File: src/rtl/wb_pkg.sv
// Shared constants and types for the register-file writeback scheduler.
package wb_pkg;

    localparam int unsigned DATA_W   = 16;
    localparam int unsigned ADDR_W   = 4;
    localparam int unsigned NUM_REGS = 16;

    typedef enum logic {
        SRC_A = 1'b0,
        SRC_B = 1'b1
    } src_e;

endpackage

File: src/rtl/wb_rr_arb2.sv
// Two-requester round-robin arbiter: one-hot grant, pointer moves to the
// requester that was not granted after every grant.
module wb_rr_arb2
    import wb_pkg::*;
(
    input  logic       clk,
    input  logic       rst,
    input  logic [1:0] req,
    input  logic       en,
    output logic [1:0] gnt
);

    src_e ptr_q, ptr_d;

    always_comb begin
        gnt = 2'b00;
        if (en) begin
            if (req == 2'b11) begin
                gnt = (ptr_q == SRC_A) ? 2'b01 : 2'b10;
            end else begin
                gnt = req;
            end
        end
    end

    always_comb begin
        ptr_d = ptr_q;
        if (gnt[0]) begin
            ptr_d = SRC_B;
        end else if (gnt[1]) begin
            ptr_d = SRC_A;
        end
    end

    always_ff @(posedge clk) begin
        if (rst) begin
            ptr_q <= SRC_A;
        end else begin
            ptr_q <= ptr_d;
        end
    end

endmodule

File: src/rtl/wb_port_scheduler.sv
// Writeback scheduler: arbitrates ALU and LSU onto the single register-file
// write port through a registered stage, and tracks pending writes.
module wb_port_scheduler
    import wb_pkg::*;
#(
    parameter int unsigned DATA_W = wb_pkg::DATA_W,
    parameter int unsigned ADDR_W = wb_pkg::ADDR_W
) (
    input  logic                clk,
    input  logic                rst,
    input  logic                a_valid,
    output logic                a_ready,
    input  logic [ADDR_W-1:0]   a_rd,
    input  logic [DATA_W-1:0]   a_data,
    input  logic                b_valid,
    output logic                b_ready,
    input  logic [ADDR_W-1:0]   b_rd,
    input  logic [DATA_W-1:0]   b_data,
    input  logic                wb_stall,
    input  logic                issue_valid,
    input  logic [ADDR_W-1:0]   issue_rd,
    input  logic [ADDR_W-1:0]   rs1,
    input  logic [ADDR_W-1:0]   rs2,
    output logic                rs1_busy,
    output logic                rs2_busy,
    output logic                reg_write,
    output logic [ADDR_W-1:0]   rd,
    output logic [DATA_W-1:0]   rd_data,
    output logic [NUM_REGS-1:0] busy
);

    logic [1:0]          gnt;
    logic                xfer;
    logic [ADDR_W-1:0]   sel_rd;
    logic [DATA_W-1:0]   sel_data;

    logic                reg_write_q, reg_write_d;
    logic [ADDR_W-1:0]   rd_q, rd_d;
    logic [DATA_W-1:0]   rd_data_q, rd_data_d;
    logic [NUM_REGS-1:0] busy_q, busy_d;

    // Holding en low during reset keeps both readies low.
    wb_rr_arb2 u_arb (
        .clk (clk),
        .rst (rst),
        .req ({b_valid, a_valid}),
        .en  (!wb_stall && !rst),
        .gnt (gnt)
    );

    assign a_ready  = gnt[0];
    assign b_ready  = gnt[1];
    assign xfer     = |gnt;
    assign sel_rd   = gnt[1] ? b_rd : a_rd;
    assign sel_data = gnt[1] ? b_data : a_data;

    always_comb begin
        reg_write_d = xfer && (sel_rd != '0);
        rd_d        = rd_q;
        rd_data_d   = rd_data_q;
        if (xfer) begin
            rd_d      = sel_rd;
            rd_data_d = sel_data;
        end
    end

    // Clear applied before set so a same-cycle reissue keeps the bit.
    always_comb begin
        busy_d = busy_q;
        if (reg_write_q) begin
            busy_d[rd_q] = 1'b0;
        end
        if (issue_valid && (issue_rd != '0)) begin
            busy_d[issue_rd] = 1'b1;
        end
        busy_d[0] = 1'b0;
    end

    always_ff @(posedge clk) begin
        if (rst) begin
            reg_write_q <= 1'b0;
            rd_q        <= '0;
            rd_data_q   <= '0;
            busy_q      <= '0;
        end else begin
            reg_write_q <= reg_write_d;
            rd_q        <= rd_d;
            rd_data_q   <= rd_data_d;
            busy_q      <= busy_d;
        end
    end

    assign reg_write = reg_write_q;
    assign rd        = rd_q;
    assign rd_data   = rd_data_q;
    assign busy      = busy_q;
    assign rs1_busy  = busy_q[rs1];
    assign rs2_busy  = busy_q[rs2];

endmodule
File: config.mk
export PLATFORM = sky130hd
export DESIGN_NAME = wb_port_scheduler
export DESIGN_NICKNAME = d
export VERILOG_FILES = /design/src/rtl/wb_pkg.sv /design/src/rtl/wb_rr_arb2.sv /design/src/rtl/wb_port_scheduler.sv
export SDC_FILE = /design/constraint.sdc
export NUM_CORES = 1
export LEC_CHECK = 0
export CORE_MARGIN = 2
export CORE_UTILIZATION = 35
export CTS_CLUSTER_DIAMETER = 150
export DETAILED_ROUTE_END_ITERATION = 12
export PLACE_DENSITY = 0.72
export SETUP_SLACK_MARGIN = 0.5
export SYNTH_ARGS = -nofsm -noshare
export SYNTH_HDL_FRONTEND = slang
export SYNTH_SLANG_ARGS = --single-unit
File: constraint.sdc
create_clock -name clk -period 1.8 [get_ports clk]
set_input_delay 0.18 -clock clk [delete_from_list [all_inputs] [get_ports clk]]
set_output_delay 0.18 -clock clk [all_outputs]
set_load 0.01 [all_outputs]
==> flow_metrics.env, run 1 <==
export IMPL_root_buffer="clkbuf_8"
export IMPL_htreeDepth=2
export IMPL_ioPinCount=99
export IMPL_core_um2=5439
export IMPL_seq_area_frac_synth=0.3819
export IMPL_fin_setup_tns_ns=0
export IMPL_first_pass_iters=4
export IMPL_area_growth_pct=61.94
export IMPL_dpl_hpwl_um=4392
export IMPL_final_nets=385
export IMPL_place_area_um2=3054
export IMPL_postLayoutCellArea_um2=3141
export IMPL_ant_nets=0
export IMPL_vias=2004
export IMPL_final_cell_mix="49 x clkdlybuf4s50_1, 44 x dlygate4sd2_1, 33 x nand2_1"
export IMPL_grt_pass1_wl_um=9287
export IMPL_fmax_mhz=582.2
export IMPL_ys_warn_count=0
export IMPL_numPlacedInstances=389
export IMPL_wl_per_cell_um=14.14
export IMPL_rows=27
export IMPL_drive_above_1_share=0.1951
export IMPL_antenna_cells=0
export IMPL_netlist_area_leader_share=0.3819
export IMPL_mostFrequentLayoutCell="clkdlybuf4s50_1"
export IMPL_ys_ff_latch=37
export IMPL_gp_congestion=0.8122
export IMPL_rsz0062_at_grt="yes"
export IMPL_whs_ns=0.4481
export IMPL_min_period_over_period=0.9542
export IMPL_drt_iter0_markers=116
export IMPL_drt_total_wl_um=5654
export IMPL_synthesis_area_um2=1939
export IMPL_globalRouteOverflowTotal=0
export IMPL_leakage_nw=1.422
export IMPL_grt_antenna_before_repair=0
export IMPL_yosysTopAreaCell="dfxtp_1"
export IMPL_reg2reg_depth=3
export IMPL_syn_inst=213
export IMPL_ctsLongestPathBuffers=2
export IMPL_finalNonFillerCells=400
export IMPL_start_kind="flop"
export IMPL_cap_violations=0
export IMPL_peakVddDrop_v=0.0003779
export IMPL_r2r_slack_ns=0.57
export IMPL_required_ns=1.62
export IMPL_die_w_um=78.44
export IMPL_finClkSkew_ns=0.006954
export IMPL_holdPathEnd="rd_data[15]$_SDFFE_PP0P_"
export IMPL_grt_pass1_vias=1931
export IMPL_min_path_type="primary input to flop"
export IMPL_clkTransAtPathRegs_ns=0.07
export IMPL_start_util=0.3566
export IMPL_min_path_cells=3
export IMPL_cp_end_kind="output pin"
export IMPL_ys_types=33
export IMPL_grt_max_degree=37
export IMPL_cts_buffers=5
export IMPL_cts_tree="done"
export IMPL_place_ws_ns=-0.5604
export IMPL_final_max_slew_viol_count=0
export IMPL_io_buffers=97
export IMPL_power_density_nw_per_um2=617.9
export IMPL_grt_use_total=0.1889
export IMPL_die_area_um2=6153
export IMPL_setup_viol=0
export IMPL_hold_violations=0
export IMPL_crit_type="flop to output pin"
export IMPL_fin_ws_ns=0.08236
export IMPL_clock_sinks=37
export IMPL_period_minus_slack_ns=1.718
export IMPL_cp_arrival_ns=1.54
export IMPL_synth_area_leaders="dfxtp_1 38%, mux4_1 8.1%, mux2i_1 7.7%, o21ai_0 7.5%, nand2_1 6.4%"
export IMPL_viasPerCell=5.010
export IMPL_status="finished, final reports clean"
export IMPL_syn_nets=271
export IMPL_r2r_start="rd[0]$_SDFFE_PP0P_"
export IMPL_remaining_drc_errors=0
export IMPL_r2r_end="busy[8]$_SDFF_PP0_"
export IMPL_worstPathMaxFanout=4
export IMPL_syn_avg_cell_area_um2=9.105
export IMPL_min_from="b_data[15]"
export IMPL_die_h_um=78.44
export IMPL_clk_latency_ns=0.30
cell usage after synthesis (all sizes together):
library cell and n:
dfxtp 37, nand2 33, o21ai 31, a21oi 18
mux2i 15, nand3b 15, nor2 13, a311oi 7
buf 6, mux4 6, nand3 6, clkbuf 4
nand2b 3, o21a 3, and3 2, and3b 2
mux2 2, nor2b 2, a211oi 1, conb 1
inv 1, nor3b 1, nor4 1, or2 1
or3b 1, or4 1
per-stage QoR:
step                utilization  power [mW]
finish                   0.5774       1.940
global route             0.5774       2.025
CTS                      0.5753       1.950
detailed placement       0.5615       1.346
global placement         0.5615       1.343
floorplan                     -       1.066
routing by layer:
layer | vias up | wire length [um] | track usage
met4 | 0 | 36 | 0.04211
met2 | 94 | 2626 | 0.3293
li1 | 1002 | - | -
met1 | 904 | 2397 | 0.2167
met3 | 4 | 594 | 0.07701
met5 | - | 0 | 0
layout make-up:
type / count / area (um2)
clock inverters: 1 / 5.005
multi-input cells: 165 / 1117
fillers: 529 / 2298
inverters: 1 / 3.754
flip-flops and latches: 37 / 757.0
repair buffers: 117 / 1071
well taps: 72 / 90.09
clock buffers: 7 / 96.34
worst max-delay path, cell delays in order (launching register included):
cell and delay, ns:
dfxtp_2 0.34, mux4_2 0.47, mux2i_1 0.14, nand2_1 0.07, o21a_1 0.10, buf_2 0.13
registers in the layout, summed over array words and instances (netlist names):
register     flops
busy            15
rd               4
u_arb.ptr_q      1
reg_write        1
rd_data         16
power by group:
part	switching (mW)	internal, mW	leakage, nW	total (mW)
combinational	0.170	0.236	1.06	0.406
sequential	0.0292	0.862	0.308	0.891
clock	0.297	0.346	0.0542	0.643
total	0.497	1.44	1.42	1.94
cells by family after synthesis:
kind of cell	synth area share
other cells	0.001934
mux	0.1703
flops	0.3819
simple gates	0.2290
compound gates	0.1794
buf+inv	0.03741
what timing repair did:
| action | 4_1_cts | 5_1_grt |
|---|---|---|
| hold endpoints to repair | 0 | 0 |
| setup endpoints to repair | 61 | 14 |
| hold buffers | 0 | 0 |
| pin swaps | 3 | 1 |
| resized for setup | 72 | 8 |
| setup buffers | 3 | 0 |
how the worst max path moves through the flow:
| stage | slack (ns) | from | endpoint | cells after the start |
|---|---|---|---|---|
| 2_1_floorplan | 0.49 | busy[6]$_SDFF_PP0_ | rs1_busy | 4 |
| 3_3_place_gp | -0.48 | rs1[2] | rs1_busy | 6 |
| 3_5_place_dp | -0.56 | rs1[2] | rs1_busy | 6 |
| 4_1_cts | 0.08 | busy[10]$_SDFF_PP0_ | rs1_busy | 5 |
| 5_1_grt | 0.02 | busy[15]$_SDFF_PP0_ | rs2_busy | 5 |
| 6_report | 0.08 | busy[10]$_SDFF_PP0_ | rs1_busy | 5 |
No activity file was read; power rests on OpenSTA's default activity.
==> run 2: changes to the inputs <==
- GPL_TIMING_DRIVEN: default -> 0
==> flow_metrics.env, run 2 (synthesis gave the netlist of run 1 again) <==
export IMPL_setup_viol=0
export IMPL_worstPathCellList="mux4_2 > mux2i_1 > nand2_1 > o21a_1 > buf_2"
export IMPL_grt_use_total=0.1918
export IMPL_clkTransAtPathRegs_ns=0.07
export IMPL_dpl_hpwl_um=4362
export IMPL_worstPathMaxFanout=4
export IMPL_remaining_drc_errors=0
export IMPL_rsz0062_at_grt="yes"
export IMPL_die_area_um2=6153
export IMPL_rows=27
export IMPL_die_h_um=78.44
export IMPL_place_ws_ns=-0.5327
export IMPL_fmax_mhz=584.4
export IMPL_mostFrequentLayoutCell="clkdlybuf4s50_1"
export IMPL_globalRouteOverflowTotal=0
export IMPL_crit_type="flop to output pin"
export IMPL_min_period_over_period=0.9507
export IMPL_drt_total_wl_um=5884
export IMPL_whs_ns=0.2270
export IMPL_leakage_nw=1.390
export IMPL_power_density_nw_per_um2=596.0
export IMPL_start_util=0.3566
export IMPL_area_growth_pct=65.29
export IMPL_start_kind="flop"
export IMPL_hold_violations=0
export IMPL_slowest_delay_ns=0.47
export IMPL_period_minus_slack_ns=1.711
export IMPL_grt_pass1_wl_um=9287
export IMPL_drt_iter0_markers=137
export IMPL_vias=2018
export IMPL_io_buffers=96
export IMPL_required_ns=1.62
export IMPL_largest_register_ffs=16
export IMPL_gp_congestion=0.8011
export IMPL_ctsLongestPathBuffers=2
export IMPL_clock_sinks=37
export IMPL_wl_per_cell_um=14.86
export IMPL_finClkSkew_ns=0.002015
export IMPL_antenna_cells=0
export IMPL_crit_slowest_cell="mux4_2"
export IMPL_viasPerCell=5.096
export IMPL_status="finished, final reports clean"
export IMPL_ioPinCount=99
export IMPL_cts_tree="done"
export IMPL_final_nets=382
export IMPL_peakVddDrop_v=0.0003803
export IMPL_final_cell_mix="49 x clkdlybuf4s50_1, 42 x dlygate4sd2_1, 25 x nand2_1"
export IMPL_first_pass_iters=4
export IMPL_drive_above_1_share=0.2222
export IMPL_core_um2=5439
export IMPL_ant_nets=0
export IMPL_cts_buffers=5
export IMPL_cp_arrival_ns=1.53
export IMPL_grt_antenna_before_repair=0
export IMPL_grt_pass1_vias=1984
export IMPL_cp_end_kind="output pin"
export IMPL_clk_latency_ns=0.28
export IMPL_nFillCells=509
export IMPL_fin_ws_ns=0.08876
export IMPL_cap_violations=0
export IMPL_root_buffer="clkbuf_8"
export IMPL_final_max_slew_viol_count=0
export IMPL_min_path_type="primary input to flop"
export IMPL_die_w_um=78.44
export IMPL_htreeDepth=2
export IMPL_grt_max_degree=12
## run 2: metrics by stage
step / util / instances / total power [mW] / cell area, um2 / setup TNS (ns)
after floorplan: - / 213 / 1.066 / 1922 / 0
after global placement: 0.5466 / 381 / 1.330 / 2973 / -1.072
after detailed placement: 0.5466 / 381 / 1.333 / 2973 / -1.126
after CTS: 0.5634 / 392 / 1.892 / 3064 / 0
after global routing: 0.5894 / 396 / 2.010 / 3206 / 0
final: 0.5894 / 396 / 1.910 / 3206 / 0
## run 2: path summary, 6_finish.rpt
| path | start | to | slack, ns | cells past startpoint |
|---|---|---|---|---|
| max | busy[5]$_SDFF_PP0_ | rs2_busy | 0.09 | 5 |
| min | rst | rd_data[6]$_SDFFE_PP0P_ | 0.23 | 3 |
| max reg2reg | u_arb.ptr_q$_SDFFE_PP0P_ | rd_data[1]$_SDFFE_PP0P_ | 0.46 | 7 |
| min reg2reg | rd_data[6]$_SDFFE_PP0P_ | rd_data[6]$_SDFFE_PP0P_ | 0.48 | 2 |
## run 2: layout make-up
cell class	instances	area [um2]	share of cell area
repair buffers	104	994.7	0.3103
well taps	72	90.09	0.02810
clock buffers	6	82.58	0.02576
inverters	1	6.256	0.001952
clock inverters	1	7.507	0.002342
plain buffers	10	86.33	0.02693
flip-flops and latches	37	758.2	0.2365
multi-input cells	165	1180	0.3681
## run 2: critical path, delay by kind of cell, from the launching register on
kind            cells  cell delay [ns]
compound gates      1             0.09
mux                 2             0.62
flops               1             0.34
buf+inv             1             0.13
simple gates        1             0.07
## run 2: timing repair
item                       in CTS  in global routing
hold endpoints to repair        0                  0
gates cloned                    1                  1
pin swaps                       1                 16
hold buffers                    0                  0
resized for setup              78                 42
setup buffers                   3                  3
setup endpoints to repair      54                 27
## run 2: power breakdown
| group | internal [mW] | switching, mW |
|---|---|---|
| Sequential | 0.862 | 0.0300 |
| Clock | 0.302 | 0.285 |
| Combinational | 0.246 | 0.185 |
## run 2: per-layer routing
metal | GRT usage | vias up | part of all wire
li1 | - | 996 | -
met5 | 0 | - | 0
met2 | 0.3181 | 89 | 0.46
met1 | 0.2310 | 924 | 0.43
met4 | 0.04737 | 0 | 0.014
met3 | 0.07931 | 9 | 0.091
==> run 3: changes to the inputs <==
- CORE_UTILIZATION: 35 -> 43
- PLACE_DENSITY: 0.72 -> 0.86
==> flow_metrics.env, run 3 (synthesis gave the netlist of run 1 again) <==
export IMPL_final_max_slew_viol_count=0
export IMPL_core_um2=4354
export IMPL_final_nets=383
export IMPL_ioPinCount=99
export IMPL_area_growth_pct=60.26
export IMPL_wirelength_met1_um=2250
export IMPL_peakVddDrop_v=0.0004718
export IMPL_crit_slowest_cell="mux4_2"
export IMPL_min_period_over_period=0.9486
export IMPL_fmax_mhz=585.6
export IMPL_grt_antenna_before_repair=0
export IMPL_drt_iter0_markers=98
export IMPL_r2r_slack_ns=0.56
export IMPL_ant_nets=0
export IMPL_met3WireLength_um=534
export IMPL_period_minus_slack_ns=1.708
export IMPL_report_power_total_mw=1.869
export IMPL_fin_ws_ns=0.09248
export IMPL_globalRouteOverflowTotal=0
export IMPL_gp_congestion=0.9255
export IMPL_hold_violations=0
export IMPL_rows=24
export IMPL_grt_max_degree=12
export IMPL_min_path_type="primary input to flop"
export IMPL_crit_buf_inv=1
export IMPL_finClkSkew_ns=0.009944
export IMPL_die_area_um2=5063
export IMPL_place_ws_ns=-0.4969
export IMPL_grt_pass1_vias=2181
export IMPL_leakage_nw=1.386
export IMPL_utilization=0.7138
export IMPL_drive_above_1_share=0.2025
export IMPL_cp_arrival_ns=1.53
export IMPL_root_buffer="clkbuf_8"
export IMPL_grt_use_total=0.2543
export IMPL_cap_violations=0
export IMPL_io_buffers=96
export IMPL_worstMarginPinSlew_ns=0.5305
export IMPL_clk_latency_ns=0.30
export IMPL_wl_met2_um=2998
export IMPL_wl_per_cell_um=15.73
export IMPL_finalNonFillerCells=378
export IMPL_required_ns=1.62
export IMPL_mostFrequentLayoutCell="clkdlybuf4s50_1"
export IMPL_dpl_hpwl_um=4451
export IMPL_remaining_drc_errors=0
export IMPL_cts_buffers=5
export IMPL_crit_type="flop to output pin"
export IMPL_worstPathMaxFanout=4
export IMPL_ctsLongestPathBuffers=2
export IMPL_cp_end_kind="output pin"
export IMPL_vias=2111
export IMPL_top_layer="met4"
export IMPL_critPathTopFamily="multiplexers"
export IMPL_htreeDepth=2
export IMPL_grt_pass1_wl_um=9956
export IMPL_slowest_delay_ns=0.46
export IMPL_antenna_cells=0
export IMPL_final_cell_mix="49 x clkdlybuf4s50_1, 43 x dlygate4sd2_1, 33 x nand2_1"
export IMPL_status="finished, final reports clean"
export IMPL_drt_total_wl_um=5947
export IMPL_start_kind="flop"
export IMPL_first_pass_iters=4
export IMPL_power_density_nw_per_um2=601.2
export IMPL_worstPathCellList="mux4_2 > mux2i_1 > nand2_1 > o21a_1 > buf_2"
export IMPL_cts_tree="done"
export IMPL_largest_register_ffs=16
export IMPL_die_h_um=71.16
export IMPL_die_w_um=71.16
export IMPL_relSlewSlack=0.6463
export IMPL_clock_sinks=37
export IMPL_viasPerCell=5.585
export IMPL_rsz0062_at_grt="yes"
export IMPL_clkTransAtPathRegs_ns=0.08
export IMPL_postCtsHoldBufs=0
export IMPL_start_util=0.4454
export IMPL_numPlacedInstances=361
export IMPL_setup_viol=0
run 3: changes by cell type in the layout (fill, tap and decap cells not counted), moves of 2 or more:
cell,delta
buf_4,+6
nand2_4,-3
buf_6,-3
o21ai_0,+9
nand2_2,-5
dfxtp_1,-2
nand2_1,+8
o21ai_1,-9
clkinv_2,+2
run 3: per-layer routing:
metal | vias to the layer above | GRT usage
met4 | 0 | 0.1132
met3 | 17 | 0.09117
li1 | 998 | -
met2 | 109 | 0.4434
met1 | 987 | 0.2750
met5 | - | 0
run 3: area by class of cell:
type / instances / area [um2]
plain buffers: 10 / 77.57
clock buffers: 6 / 72.57
clock inverters: 2 / 10.01
fillers: 349 / 1246
inverters: 1 / 6.256
multi-input cells: 165 / 1145
flip-flops and latches: 37 / 763.2
well taps: 52 / 65.06
repair buffers: 105 / 968.4
run 3: final timing paths:
| kind | end | depth (start not counted) | from |
|---|---|---|---|
| setup reg to reg | rd_data[0]$_SDFFE_PP0P_ | 6 | u_arb.ptr_q$_SDFFE_PP0P_ |
| setup / recovery | rs2_busy | 5 | busy[4]$_SDFF_PP0_ |
| hold reg to reg | rd_data[5]$_SDFFE_PP0P_ | 2 | rd_data[5]$_SDFFE_PP0P_ |
| hold / removal | rd_data[5]$_SDFFE_PP0P_ | 3 | rst |
run 3: where the power goes:
group	total, mW	internal (mW)	switching (mW)
Clock	0.566	0.268	0.298
Combinational	0.413	0.233	0.179
Sequential	0.890	0.861	0.0291
run 3: stage by stage:
| stage | area (um2) | hold WS [ns] | setup TNS, ns |
|---|---|---|---|
| finish | 3108 | 0.2327 | 0 |
| global route | 3108 | 0.2389 | 0 |
| CTS | 3060 | 0.2252 | 0 |
| detailed placement | 2948 | 0.4768 | -1.315 |
| global placement | 2948 | 0.4682 | -0.9812 |
| floorplan | 1922 | 0.3277 | 0 |
run 3: worst reg2reg max path: cells and delay by family, from the launching register on:
kind	cells	cell delay [ns]
flops	1	0.35
buf+inv	2	0.23
compound gates	1	0.27
simple gates	3	0.30
run 3: repair_timing:
action / CTS / global route
buffers inserted: 9 / 0
pin swaps: 6 / 6
endpoints found under the setup margin: 57 / 15
resized for setup: 79 / 15
